<file path="src/rtl/gray_code_decoder.sv">
// gray_code_decoder
// Receives an asynchronous Gray-coded counter value, synchronizes it with two
// flops, decodes it to binary and tracks legal +1 / -1 steps. Any other change
// is reported as an error, counted (saturating) and the tracker relocks on the
// new value. All outputs are registered; pulses last exactly one cycle.
// dbg_state exposes the FSM state (0 = UNLOCKED, 1 = TRACK, 2 = RELOCK).
module gray_code_decoder #(
   parameter int WIDTH = 4,
   parameter int ERR_W = 8
) (
   input  logic             clk,
   input  logic             rst_,
   input  logic [WIDTH-1:0] gray_in,
   input  logic             en,
   output logic [WIDTH-1:0] bin_out,
   output logic             step_up,
   output logic             step_dn,
   output logic             err,
   output logic [ERR_W-1:0] err_count,
   output logic             locked,
   output logic [1:0]       dbg_state
);

   typedef enum logic [1:0] {
      ST_UNLOCKED = 2'd0,
      ST_TRACK    = 2'd1,
      ST_RELOCK   = 2'd2
   } state_t;

   state_t           state_q, state_d;
   logic [WIDTH-1:0] s1_q, s2_q;
   logic [WIDTH-1:0] prev_bin_q, prev_bin_d;
   logic [WIDTH-1:0] bin_out_q, bin_out_d;
   logic             step_up_q, step_up_d;
   logic             step_dn_q, step_dn_d;
   logic             err_q, err_d;
   logic [ERR_W-1:0] err_count_q, err_count_d;
   logic             locked_q, locked_d;

   logic [WIDTH-1:0] cur_bin;
   logic [WIDTH-1:0] diff;
   logic             is_up, is_dn, is_bad;

   // Gray to binary: MSB copied, each lower bit is the XOR of all bits above and itself.
   function automatic logic [WIDTH-1:0] g2b(input logic [WIDTH-1:0] g);
      logic [WIDTH-1:0] b;
      b[WIDTH-1] = g[WIDTH-1];
      for (int i = WIDTH - 2; i >= 0; i--) begin
         b[i] = b[i+1] ^ g[i];
      end
      return b;
   endfunction

   // Two-flop synchronizer, always running regardless of en.
   always_ff @(posedge clk or negedge rst_) begin
      if (!rst_) begin
         s1_q <= '0;
         s2_q <= '0;
      end else begin
         s1_q <= gray_in;
         s2_q <= s1_q;
      end
   end

   // Classify the synchronized sample against the last accepted value (mod 2^WIDTH).
   always_comb begin
      cur_bin = g2b(s2_q);
      diff    = cur_bin - prev_bin_q;
      is_up   = (diff == WIDTH'(1));
      is_dn   = (diff == {WIDTH{1'b1}});
      is_bad  = (diff != '0) && !is_up && !is_dn;
   end

   // FSM state register.
   always_ff @(posedge clk or negedge rst_) begin
      if (!rst_) begin
         state_q <= ST_UNLOCKED;
      end else begin
         state_q <= state_d;
      end
   end

   // FSM next state: disable wins in TRACK; an illegal step forces one RELOCK cycle.
   always_comb begin
      state_d = state_q;
      case (state_q)
         ST_UNLOCKED: if (en) state_d = ST_TRACK;
         ST_TRACK: begin
            if (!en)        state_d = ST_UNLOCKED;
            else if (is_bad) state_d = ST_RELOCK;
         end
         ST_RELOCK:   state_d = en ? ST_TRACK : ST_UNLOCKED;
         default:     state_d = ST_UNLOCKED;
      endcase
   end

   // FSM outputs and datapath next values; locked follows the state being entered.
   always_comb begin
      prev_bin_d  = prev_bin_q;
      bin_out_d   = bin_out_q;
      step_up_d   = 1'b0;
      step_dn_d   = 1'b0;
      err_d       = 1'b0;
      err_count_d = err_count_q;
      case (state_q)
         ST_UNLOCKED: begin
            if (en) begin
               prev_bin_d = cur_bin;
               bin_out_d  = cur_bin;
            end
         end
         ST_TRACK: begin
            if (en) begin
               if (is_up) begin
                  prev_bin_d = cur_bin;
                  bin_out_d  = cur_bin;
                  step_up_d  = 1'b1;
               end else if (is_dn) begin
                  prev_bin_d = cur_bin;
                  bin_out_d  = cur_bin;
                  step_dn_d  = 1'b1;
               end else if (is_bad) begin
                  err_d = 1'b1;
                  if (err_count_q != {ERR_W{1'b1}}) begin
                     err_count_d = err_count_q + ERR_W'(1);
                  end
               end
            end
         end
         ST_RELOCK: begin
            prev_bin_d = cur_bin;
            bin_out_d  = cur_bin;
         end
         default: ;
      endcase
      locked_d = (state_d == ST_TRACK);
   end

   // Registered datapath and outputs.
   always_ff @(posedge clk or negedge rst_) begin
      if (!rst_) begin
         prev_bin_q  <= '0;
         bin_out_q   <= '0;
         step_up_q   <= 1'b0;
         step_dn_q   <= 1'b0;
         err_q       <= 1'b0;
         err_count_q <= '0;
         locked_q    <= 1'b0;
      end else begin
         prev_bin_q  <= prev_bin_d;
         bin_out_q   <= bin_out_d;
         step_up_q   <= step_up_d;
         step_dn_q   <= step_dn_d;
         err_q       <= err_d;
         err_count_q <= err_count_d;
         locked_q    <= locked_d;
      end
   end

   assign bin_out   = bin_out_q;
   assign step_up   = step_up_q;
   assign step_dn   = step_dn_q;
   assign err       = err_q;
   assign err_count = err_count_q;
   assign locked    = locked_q;
   assign dbg_state = state_q;

endmodule

</file>
<file path="config.mk">
export PLATFORM = sky130hd
export DESIGN_NAME = gray_code_decoder
export DESIGN_NICKNAME = d
export VERILOG_FILES = /design/src/rtl/gray_code_decoder.sv
export SDC_FILE = /design/constraint.sdc
export NUM_CORES = 1
export LEC_CHECK = 0
export ABC_AREA = 0
export ABC_CLOCK_PERIOD_IN_PS = 2950
export BUFFER_PORTS_ARGS = -buffer_cell sky130_fd_sc_hd__buf_2
export CAP_MARGIN = 20
export CELL_PAD_IN_SITES_DETAIL_PLACEMENT = 1
export CELL_PAD_IN_SITES_GLOBAL_PLACEMENT = 1
export CORE_MARGIN = 2
export CORE_UTILIZATION = 35
export CTS_CLUSTER_SIZE = 25
export DETAILED_ROUTE_END_ITERATION = 8
export GPL_TIMING_DRIVEN = 0
export PLACE_DENSITY_LB_ADDON = 0.2
export REMOVE_ABC_BUFFERS = 1
export SLEW_MARGIN = 20
export SYNTH_ARGS = -nofsm -noshare
export SYNTH_HDL_FRONTEND = slang
export SYNTH_SLANG_ARGS = --single-unit
</file>
<file path="constraint.sdc">
create_clock -name clk -period 2.95 [get_ports clk]
set_input_delay 0 -clock clk [delete_from_list [all_inputs] [get_ports clk]]
set_output_delay 0 -clock clk [all_outputs]
set_load 0.005 [all_outputs]
</file>
**Yosys cells after proc, flatten, opt, wreduce, memory -nomap -nowiden**

Cells that the tools add are included.

- Flip-flop bits (word level): 26
- Bits of input ports: 7
- Output and inout bits: 18
- Word-level logic and storage cells: 56

- Add/sub/neg operators: 2
- Eq/ne operators: 9
- Mux-type cells: 22
- Bitwise logic cells: 5
- Reduce and logical (&&, ||, !) cells: 9

Operators by type and width:

| cell | number |
|---|---|
| 4-bit two-way mux | 4 |
| 1-bit two-way mux | 13 |
| 4-bit one-hot mux with 3 select lines | 1 |
| 8-bit by 1-bit adder with 8-bit output (second input constant) | 1 |
| 8-bit inequality test (second input constant) | 1 |
| 2-bit two-way mux | 3 |
| 2-bit one-hot mux with 3 select lines | 1 |
| 6-bit AND reduction | 1 |
| 2-bit by 1-bit equality test with 1-bit output (second input constant) | 2 |
| 4-bit by 1-bit equality test with 1-bit output (second input constant) | 1 |
| 4-bit equality test (second input constant) | 1 |
| 2-bit inequality test (second input constant) | 2 |
| 4-bit AND reduction | 1 |
| 4-bit nonzero test | 1 |
| 4-bit subtractor | 1 |
| 3-bit inequality test (second input constant) | 1 |
| 3-bit nonzero test | 1 |
| 1-bit XOR | 3 |
| 2-bit equality test (second input constant) | 1 |
| 1-bit logical AND | 2 |
| 1-bit zero test | 2 |
| 2-bit zero test | 1 |
| 1-bit NOT | 2 |

**Depth between registers and ports, before layout**

Gate-level depths: netlist (run 1).

- Depth in word-level cells: 13
- Gate-level depth with buffers: 12
- Gate-level depth less buffers: 11

**Worst setup path after synthesis (run 1)**

No wires, ideal clock.

- Path type: reg-to-reg
- Start: register s2_q[3]
- End: register bin_out_q[1], in the netlist bin_out[1]
- Setup time: 0.125 ns
- Arrival time: 2.893 ns
- Data required time: 2.825 ns
- Setup slack: -0.068 ns
- Cell stages (with the launch flop): 12
- Path buffers: 0
- Clock period less this slack: 3.018 ns
- Cell sequence: dfrtp_1 -> xor2_1 -> xor2_1 -> xnor2_1 -> ha_1 -> inv_1 -> fa_1 -> xnor2_1 -> nor3b_1 -> a41oi_1 -> o2bb2ai_1 -> mux2_2

- Word-level cells in the longest chain between the ends: 8
- Elaborated cells on any way between the ends: 13
- Those cells by class: 1 x add/sub; 3 x eq/ne; 5 x mux; 3 x bitwise; 1 x reduce/logical

RTL lines:

| item | RTL line | text |
|---|---|---|
| start: declaration | 31 | `logic [WIDTH-1:0] s1_q, s2_q;` |
| start signal: assignment | 61 | `s2_q <= s1_q;` |
| 1-bit XOR (3 in a row) | 49 | `b[i] = b[i+1] ^ g[i];` |
| 4-bit subtractor | 68 | `diff = cur_bin - prev_bin_q;` |
| 4-bit by 1-bit equality test with 1-bit output | 69 | `is_up = (diff == WIDTH'(1));` |
| 4-bit two-way mux | 114 | `if (is_up) begin` |
| 4-bit two-way mux | 113 | `if (en) begin` |
| 4-bit one-hot mux with 3 select lines * | 105 | `case (state_q)` |
| via bin_out_d[1] | 33 | `logic [WIDTH-1:0] bin_out_q, bin_out_d;` |
| end signal: assignment | 151 | `bin_out_q <= bin_out_d;` |
| end: declaration | 33 |  |

Mark *: on every way through the listed nets, which the timed path passes. The rest lies on a longest branch. The select of a mux whose other input is x is not followed.
A chain may end at the register's enable or synchronous reset.

**Worst setup path after layout (run 1)**

- Start: register s2_q[2]
- End: register bin_out_q[3], in the netlist bin_out[3]

- Word-level cells in the longest chain between the ends: 8
- Elaborated cells on any way between the ends: 11
- Those cells by class: 1 x add/sub; 3 x eq/ne; 3 x mux; 3 x bitwise; 1 x reduce/logical

RTL lines:

| item | RTL line |
|---|---|
| 1-bit XOR * | 49 |
| 1-bit XOR (2 in a row) | 49 |
| 4-bit subtractor * | 68 |
| 4-bit by 1-bit equality test with 1-bit output | 69 |
| 4-bit two-way mux | 114 |
| 4-bit two-way mux | 113 |
| 4-bit one-hot mux with 3 select lines | 105 |

Mark *: on every way between the ends. The rest lies on a longest branch, timed or not. The select of a mux whose other input is x is not followed.

==> results.yml, run 1 <==
die:
  io_pins: 25
  die_x_microns: 63.2
  core_area_sq_um: 3360
  initial_utilization_pct: 36.5
  die_height_microns: 63.2
  core.rowCount: 21
  dieArea_sq_um: 4000
power:
  max-vdd-ir-drop_mv: 0.324
  power.density_nw_per_um2: 926
  combPwrFrac_pct: 54.3
  internal_power_mw: 0.940
  leakage_nw: 0.803
  clkPwrFrac_pct: 11.4
  p_sw_share_pct: 38.9
  power.switching_mw: 0.600
  power_frac_seq_pct: 34.2
worst_setup_path:
  cp.required_ns: 3.16
  critPathMaxFanout: 4
  arrival_ns: 3.12
  endpoint_kind: "flop"
  crit_path_frequent_cell: "xor2_2"
  start_kind: "flop"
  path_class: "reg -> reg"
  critPathSlowestCell: "dfrtp_1"
  crit_path_cell_trace: "xor2_2, xor2_2, xnor2_2, ha_2, inv_2, fa_2, xnor2_4, nor3b_4, a41oi_2, o2bb2ai_4, mux2_2"
  cp_slowest_stage_delay_ns: 0.42
clock_network:
  clockBufferDepth: 2
  cts_tree: "built"
  clk_latency_ns: 0.32
  clk_pin_slew_ns: 0.14
  root_buffer: "clkbuf_4"
  cts_inserted_buffers: 3
  htree_num_levels: 1
  clock-sinks: 26
grt:
  antenna_found_initial: 0
  grt_pass1_wl_mm: 4.23
  grt_use_total_pct: 13.7
  grt_max_degree: 27
  grt.overflow.total: 0
  grt_pass1_vias: 922
sta:
  slew_violations: 0
  period_minus_slack_ns: 2.90
  hold_viol_final: 0
  rsz0062_at_grt: "yes"
  finalSetupViolCount: 0
  finalCritPeriodShare_pct: 98.4
  finClkSkew_ns: 0.00869
  slew_headroom_pct: 61.6
  hold_slack_ns: 0.206
  fmax_mhz: 345
  worstMarginPinSlew_ns: 0.576
  fin_setup_tns_ns: 0
detailed_routing:
  drc: 0
  firstDrtPassIters: 4
  detail_route.wl_per_cell_microns: 14.0
  dr.first_iter.drc_count: 18
  viasPerCell: 4.70
  ant_nets: 0
  dr_total_vias: 865
  finalWirelength_mm: 2.58
finish:
  nets: 151
  area_growth_pct: 35.4
  final_area_sq_um: 1660
  n_antenna_cell: 0
  layout_commonest_cell: "dfrtp_1"
  final_cell_mix: "dfrtp_1 (26), buf_2 (24), buf_4 (9)"
  layout-drive-gt1-share_pct: 43.5
  fin_util_pct: 49.4
place:
  port_buffers: 24
  dpl.hpwl_mm: 1.70
  place_area_sq_um: 1380
  gp_congestion: 0.716
synth:
  synthesis.area_sq_um: 1230
  synth.distinct_cells: 32
  synth_edf_count: 0
  synth_top_flop_cell: "dfrtp_1"
  ys_ff_latch: 26
  synth-seq-area-share_pct: 53.0
  netlist_instances: 96
  syn_area_per_cell_sq_um: 12.8
  yosys_warnings: 0
  async_flop_share_pct: 100
min_path:
  min_path_type: "in -> async"
status:
  outcome: "finished, final reports clean"
run:
  drv_cap: 0
-- flip-flops by register name (all words and copies together), names as in the netlist --
register and count:
err_count 8, s1_q 4, err 1, step_dn 1
s2_q 4, dbg_state 2, step_up 1, bin_out 4
locked 1
-- path summary, 6_finish.rpt --
path,from,end,slack (ns),depth (start not counted)
max in group asynchronous,rst_,bin_out[0],2.36,2
max,s2_q[2],bin_out[3],0.05,11
max reg2reg,s2_q[2],bin_out[3],0.05,11
min reg2reg,s1_q[2],s2_q[2],0.36,0
min,rst_,err_count[1],0.21,2
min in group clk,gray_in[1],s1_q[1],0.31,2
-- repair_timing --
item	in CTS	in global routing
endpoints found under the setup margin	18	12
buffers inserted	9	1
hold endpoints to repair	32	0
gates resized for setup	10	9
hold buffers	6	0
pin swaps	6	4
-- layer usage --
metal	up-vias	share of wire, %	track usage [%]
met5	-	0	0
met4	0	1.7	5.71
met3	5	2.5	1.79
met2	15	56	23.9
met1	432	40	17.2
li1	413	-	-
-- Yosys cell counts (2+ instances only) --
| master | count | share of area, % |
|---|---|---|
| ha_1 | 4 | 4.1 |
| nand3_1 | 4 | 1.6 |
| xor2_1 | 8 | 5.7 |
| nor4_4 | 2 | 3.5 |
| mux2_2 | 4 | 3.7 |
| nand2_1 | 2 | 0.61 |
| nand2b_1 | 2 | 1.0 |
| xnor2_1 | 3 | 2.1 |
| nor2_1 | 2 | 0.61 |
| nor3_1 | 6 | 2.4 |
| inv_1 | 7 | 2.1 |
| dfrtp_1 | 26 | 53 |
| buf_6 | 2 | 1.8 |
| nand4_1 | 2 | 1.0 |
| nor3b_1 | 3 | 1.8 |
| o21ai_0 | 2 | 0.82 |
| a21boi_0 | 2 | 1.2 |
-- through the flow --
stage          setup slack [ns]  power [mW]  instances
2_1_floorplan            -0.225       0.919         94
3_3_place_gp             -0.681        1.09        164
3_5_place_dp             -0.807        1.11        164
4_1_cts                  0.0200        1.44        183
5_1_grt                 -0.0942        1.66        184
6_report                 0.0475        1.54        184
-- area by class of cell --
type                       count  area (sq um)
clock buffer                   4          36.3
tap                           46          57.6
timing repair buffer          40           263
fill                         389          1700
multi-input combinational     61           628
sequential                    26           651
inverter                       7          26.3
-- power groups by stage --
| stage | clock network, mW | logic (mW) | registers [mW] |
|---|---|---|---|
| finish | 0.176 | 0.837 | 0.527 |
| global route | 0.198 | 0.911 | 0.546 |
| CTS | 0.183 | 0.727 | 0.528 |
| detailed placement | 0 | 0.580 | 0.535 |
| global placement | 0 | 0.561 | 0.529 |
| floorplan | 0 | 0.387 | 0.532 |
-- worst max-delay path, delay by kind of cell (launching register included) --
family	cells	cell delay, ns
buffers and inverters	1	0.04
DFF	1	0.42
and+or+nand+nor	1	0.21
xor gates and xnor gates	4	0.76
muxes	1	0.36
AOI/OAI and AO/OA	2	0.44
adders and majority gates	2	0.58
-- cells by family (layout without fill, tap and decap cells) --
kind of cell,after synthesis,count (layout),synth area share [%]
AND/OR/NAND/NOR,31,31,19.3
flip-flops,26,26,53.0
XOR/XNOR,11,11,7.85
buffers and inverters,9,51,3.98
AO/OA/AOI/OAI,8,8,4.79
multiplexers,6,6,5.40
adder cells (fa/ha/maj),5,5,5.71
(Power assumes the default switching activity.)
==> inputs of run 2 (changes only) <==
--- a/config.mk
+++ b/config.mk
@@ -18,6 +18,7 @@
 export GPL_TIMING_DRIVEN = 0
 export PLACE_DENSITY_LB_ADDON = 0.2
 export REMOVE_ABC_BUFFERS = 1
+export SETUP_SLACK_MARGIN = 0.1
 export SLEW_MARGIN = 20
 export SYNTH_ARGS = -nofsm -noshare
 export SYNTH_HDL_FRONTEND = slang
==> run 2 against run 1 <==
  * Cell count is 2.2% higher
  * Count of clock-buffer cells in the layout did not move
  * Worst hold slack improved by 0.0014 ns
  * Combinational power increased by 11%
  * Critical path depth rose by 1
  * Flip-flop and latch count is the same
  * Largest cell class is now multi-input gates
  * Highest routed layer unchanged
==> results.yml, run 2 (synthesis gave the netlist of run 1 again) <==
sta:
  fin_ws_ns: 0.0877
  hold_viol_final: 0
  period_minus_slack_ns: 2.86
  finalCritPeriodShare_pct: 97.0
  finalSetupViolCount: 0
  worstMarginPinSlew_ns: 0.581
  rsz0062_at_grt: "yes"
  fmax_mhz: 349
  fin_setup_tns_ns: 0
  slew_violations: 0
  finClkSkew_ns: 0.00854
  slew_headroom_pct: 61.3
  hold_slack_ns: 0.208
grt:
  grtUsageMet1_pct: 17.7
  grt_pass1_vias: 942
  grt_use_met2_pct: 25.1
  grt.overflow.total: 0
  busiest_layer: "met2"
  grt_pass1_wl_mm: 4.40
  grt_use_met3_pct: 1.79
  antenna_found_initial: 0
  grt_max_degree: 27
  grt_use_total_pct: 14.3
clock_network:
  cts_inserted_buffers: 3
  clock-sinks: 26
  clk_latency_ns: 0.32
  root_buffer: "clkbuf_4"
  clockBufferDepth: 2
  cts_tree: "built"
  htree_num_levels: 1
  clk_pin_slew_ns: 0.14
detailed_routing:
  firstDrtPassIters: 4
  detail_route.wl_per_cell_microns: 13.9
  ant_nets: 0
  dr.first_iter.drc_count: 16
  drc: 0
  dr_total_vias: 876
  finalWirelength_mm: 2.62
  viasPerCell: 4.66
status:
  outcome: "finished, final reports clean"
place:
  dp_slack_ns: -0.807
  dp.cells: 164
  port_buffers: 24
  dpl.hpwl_mm: 1.70
  gp_congestion: 0.716
worst_setup_path:
  cp_slowest_stage_delay_ns: 0.42
  crit_path_cell_trace: "xor2_2, xor2_2, xnor2_2, ha_2, inv_2, fa_2, xnor2_4, nor3b_2, a41oi_1, o2bb2ai_2, buf_6, mux2_2"
  endpoint_kind: "flop"
  cp_num_buf_inv: 2
  cp.required_ns: 3.16
  critPathSlowestCell: "dfrtp_1"
  path_class: "reg -> reg"
  start_kind: "flop"
  cpLargestDelayFamily: "XOR/XNOR gates"
  crit_path_frequent_cell: "xor2_2"
  critPathMaxFanout: 4
  ff2ff_setup_slack_ns: 0.09
  arrival_ns: 3.08
die:
  core_area_sq_um: 3360
  initial_utilization_pct: 36.5
  die_height_microns: 63.2
  dieArea_sq_um: 4000
  die_x_microns: 63.2
  core.rowCount: 21
  io_pins: 25
finish:
  layout_commonest_cell: "dfrtp_1"
  fin_util_pct: 51.9
  final_cell_mix: "dfrtp_1 (26), buf_2 (24), buf_4 (7)"
  area_growth_pct: 42.1
  seqCellArea_sq_um: 651
  fin_cells: 188
  n_antenna_cell: 0
  nets: 155
  largest_register_ffs: 8
  multi_input_area_sq_um: 658
  layout-drive-gt1-share_pct: 47.9
  fillCellCount: 389
power:
  power.density_nw_per_um2: 939
  max-vdd-ir-drop_mv: 0.367
  leakage_nw: 0.830
run:
  drv_cap: 0
min_path:
  min_path_type: "in -> async"
==> run 2: timing repair <==
action / in CTS / in global routing
setup buffers: 13 / 1
setup endpoints to repair: 18 / 14
hold buffers: 6 / 0
pin swaps: 6 / 6
endpoints found under the hold margin: 32 / 0
gates resized for setup: 17 / 17
==> run 2: worst paths after layout <==
kind | from | to | cells past startpoint
max reg2reg | s2_q[2] | bin_out[2] | 12
max in group asynchronous | rst_ | bin_out[0] | 2
max | s2_q[2] | bin_out[2] | 12
min in group clk | gray_in[1] | s1_q[1] | 2
min reg2reg | s1_q[2] | s2_q[2] | 0
min | rst_ | err_count[1] | 2
==> run 2: where the power goes <==
| group | internal, mW | switching [mW] | leakage (nW) |
|---|---|---|---|
| clock | 0.0755 | 0.101 | 0.0210 |
| combinational | 0.486 | 0.447 | 0.485 |
| sequential | 0.446 | 0.0819 | 0.324 |
==> run 2: area by class of cell <==
type	instances	area share (%)
multi-input cells	61	37.7
clock buffers	4	2.08
inverters	7	1.51
well taps	46	3.30
flip-flops and latches	26	37.3
repair buffers	44	18.1
==> run 2: per-layer routing <==
metal,wire length (microns),vias to the layer above,part of all wire [%]
li1,-,422,-
met1,1110,436,42
met2,1410,14,54
met3,69,4,2.6
met4,34,0,1.3
met5,0,-,0
==> run 2: stage by stage <==
| step | power (mW) | cell area [sq um] |
|---|---|---|
| floorplan | 0.919 | 1200 |
| global placement | 1.09 | 1380 |
| detailed placement | 1.11 | 1380 |
| CTS | 1.56 | 1660 |
| global route | 1.76 | 1740 |
| finish | 1.64 | 1740 |
==> inputs of run 3 (changes only) <==
--- a/config.mk
+++ b/config.mk
@@ -12,7 +12,7 @@
 export CELL_PAD_IN_SITES_DETAIL_PLACEMENT = 1
 export CELL_PAD_IN_SITES_GLOBAL_PLACEMENT = 1
 export CORE_MARGIN = 2
-export CORE_UTILIZATION = 35
+export CORE_UTILIZATION = 38
 export CTS_CLUSTER_SIZE = 25
 export DETAILED_ROUTE_END_ITERATION = 8
 export GPL_TIMING_DRIVEN = 0
==> run 3 against run 2 <==
  * Worst hold slack worse by 0.0040 ns
  * Non-clock buffer count increased by 6
  * Total power grew 4.6%
  * Critical path depth fell by 1
  * First-iteration DRC count rose by 25%
  * Worst setup slack lost 0.021 ns
  * Via count is 3.3% higher
  * Sequential power is essentially flat
  * Cell count increased by 2.1%
  * Critical path type unchanged
  * Utilization up 7.0 points
  * Wire length rose by 9.8%
  * Clock skew down 0.0044 ns
==> results.yml, run 3 (synthesis gave the netlist of run 1 again) <==
sta:
  worstMarginPinSlew_ns: 0.580
  rsz0062_at_grt: "yes"
  slew_headroom_pct: 61.4
  fin_setup_tns_ns: 0
  fmax_mhz: 347
  finalCritPeriodShare_pct: 97.7
  hold_viol_final: 0
  finClkSkew_ns: 0.00414
  slew_violations: 0
  hold_slack_ns: 0.204
  finalSetupViolCount: 0
  period_minus_slack_ns: 2.88
finish:
  fillCellCount: 334
  layout-drive-gt1-share_pct: 51.4
  layout_commonest_cell: "dfrtp_1"
  area_growth_pct: 46.5
  fin_util_pct: 58.9
  n_antenna_cell: 0
  final_cell_mix: "dfrtp_1 (26), buf_2 (24), buf_4 (15)"
  largest_register_ffs: 8
  nets: 161
detailed_routing:
  finalWirelength_mm: 2.87
  dr_total_vias: 905
  ant_nets: 0
  viasPerCell: 4.71
  detail_route.wl_per_cell_microns: 15.0
  dr.first_iter.drc_count: 20
  drc: 0
  firstDrtPassIters: 5
run:
  drv_cap: 0
die:
  die_height_microns: 60.8
  initial_utilization_pct: 40.2
  die_x_microns: 60.8
  core.rowCount: 20
  io_pins: 25
  core_area_sq_um: 3050
  dieArea_sq_um: 3700
grt:
  grt.overflow.total: 0
  grt_pass1_vias: 929
  grt_max_degree: 27
  grt_pass1_wl_mm: 4.34
  grt_use_total_pct: 16.6
  antenna_found_initial: 0
clock_network:
  root_buffer: "clkbuf_4"
  clockBufferDepth: 2
  clk_latency_ns: 0.31
  htree_num_levels: 1
  cts_tree: "built"
  cts_inserted_buffers: 3
  clk_pin_slew_ns: 0.14
  clock-sinks: 26
worst_setup_path:
  cp_slowest_stage_delay_ns: 0.42
  start_kind: "flop"
  path_class: "reg -> reg"
  cp.required_ns: 3.17
  crit_path_cell_trace: "xor2_2, xor2_2, xnor2_2, ha_2, inv_2, fa_2, xnor2_4, nor3b_2, a41oi_2, o2bb2ai_4, mux2_2"
  arrival_ns: 3.10
  crit_path_frequent_cell: "xor2_2"
  endpoint_kind: "flop"
  critPathMaxFanout: 4
  critPathSlowestCell: "dfrtp_1"
place:
  dpl.hpwl_mm: 1.66
  port_buffers: 24
  gp_congestion: 0.733
power:
  max-vdd-ir-drop_mv: 0.416
  power.density_nw_per_um2: 953
  leakage_nw: 0.863
min_path:
  min_path_type: "in -> async"
status:
  outcome: "finished, final reports clean"
## run 3: cell count changes in the layout (fill, tap and decap cells not counted)
cell | previous run | this run
o21ai_1 | 2 | 1
ha_2 | 1 | 2
buf_6 | 6 | 3
o21ai_0 | 0 | 1
nor3_2 | 0 | 1
o2bb2ai_2 | 1 | 0
a41oi_2 | 0 | 1
buf_8 | 1 | 2
buf_4 | 7 | 15
o2bb2ai_4 | 0 | 1
ha_4 | 1 | 0
nor3_1 | 3 | 2
a41oi_1 | 1 | 0
## run 3: critical path, delay by kind of cell, from the launching register on
family / cells / cell delay [ns]
AO/OA/AOI/OAI: 2 / 0.41
XOR/XNOR: 4 / 0.76
adder cells (fa/ha/maj): 2 / 0.59
buffers and inverters: 1 / 0.04
flip-flops: 1 / 0.42
multiplexers: 1 / 0.35
AND/OR/NAND/NOR: 1 / 0.21
## run 3: final timing paths
kind	end	cells past startpoint	slack [ns]	from
max in group asynchronous	step_up	2	2.37	rst_
min reg2reg	s2_q[3]	0	0.37	s1_q[3]
max	bin_out[3]	11	0.07	s2_q[2]
min	s1_q[3]	2	0.20	rst_
min in group clk	s1_q[0]	2	0.31	gray_in[0]
max reg2reg	bin_out[3]	11	0.07	s2_q[2]
## run 3: stage by stage
| stage | setup slack [ns] | cell area, sq um | power (mW) | cells |
|---|---|---|---|---|
| 2_1_floorplan | -0.225 | 1200 | 0.919 | 94 |
| 3_3_place_gp | -0.690 | 1380 | 1.09 | 162 |
| 3_5_place_dp | -0.706 | 1380 | 1.11 | 162 |
| 4_1_cts | 0.0553 | 1690 | 1.58 | 188 |
| 5_1_grt | -0.0633 | 1800 | 1.84 | 192 |
| 6_report | 0.0667 | 1800 | 1.71 | 192 |
## run 3: timing repair
item,in CTS,in global routing
hold buffers,6,0
pin swaps,9,13
setup endpoints to repair,18,16
resized for setup,17,18
buffers inserted,16,4
endpoints found under the hold margin,32,0
## run 3: final cells by class
| cell class | count | area [sq um] | area share, % |
|---|---|---|---|
| clock buffer | 4 | 36.3 | 2.02 |
| timing repair buffer | 50 | 357 | 19.8 |
| tap | 44 | 55.1 | 3.06 |
| inverter | 7 | 26.3 | 1.46 |
| sequential | 26 | 651 | 36.2 |
| multi-input combinational | 61 | 673 | 37.4 |
## run 3: routing by layer
layer / track usage [%] / routed length, microns
met4: 4.66 / 18
met3: 2.56 / 90
met1: 20.7 / 1200
met5: 0 / 0
met2: 29.8 / 1560
## run 3: power by group
group,total (mW),switching (mW),internal [mW],leakage [nW]
clock network,0.179,0.104,0.0754,0.0210
registers,0.529,0.0825,0.446,0.324
logic,1.01,0.485,0.520,0.518
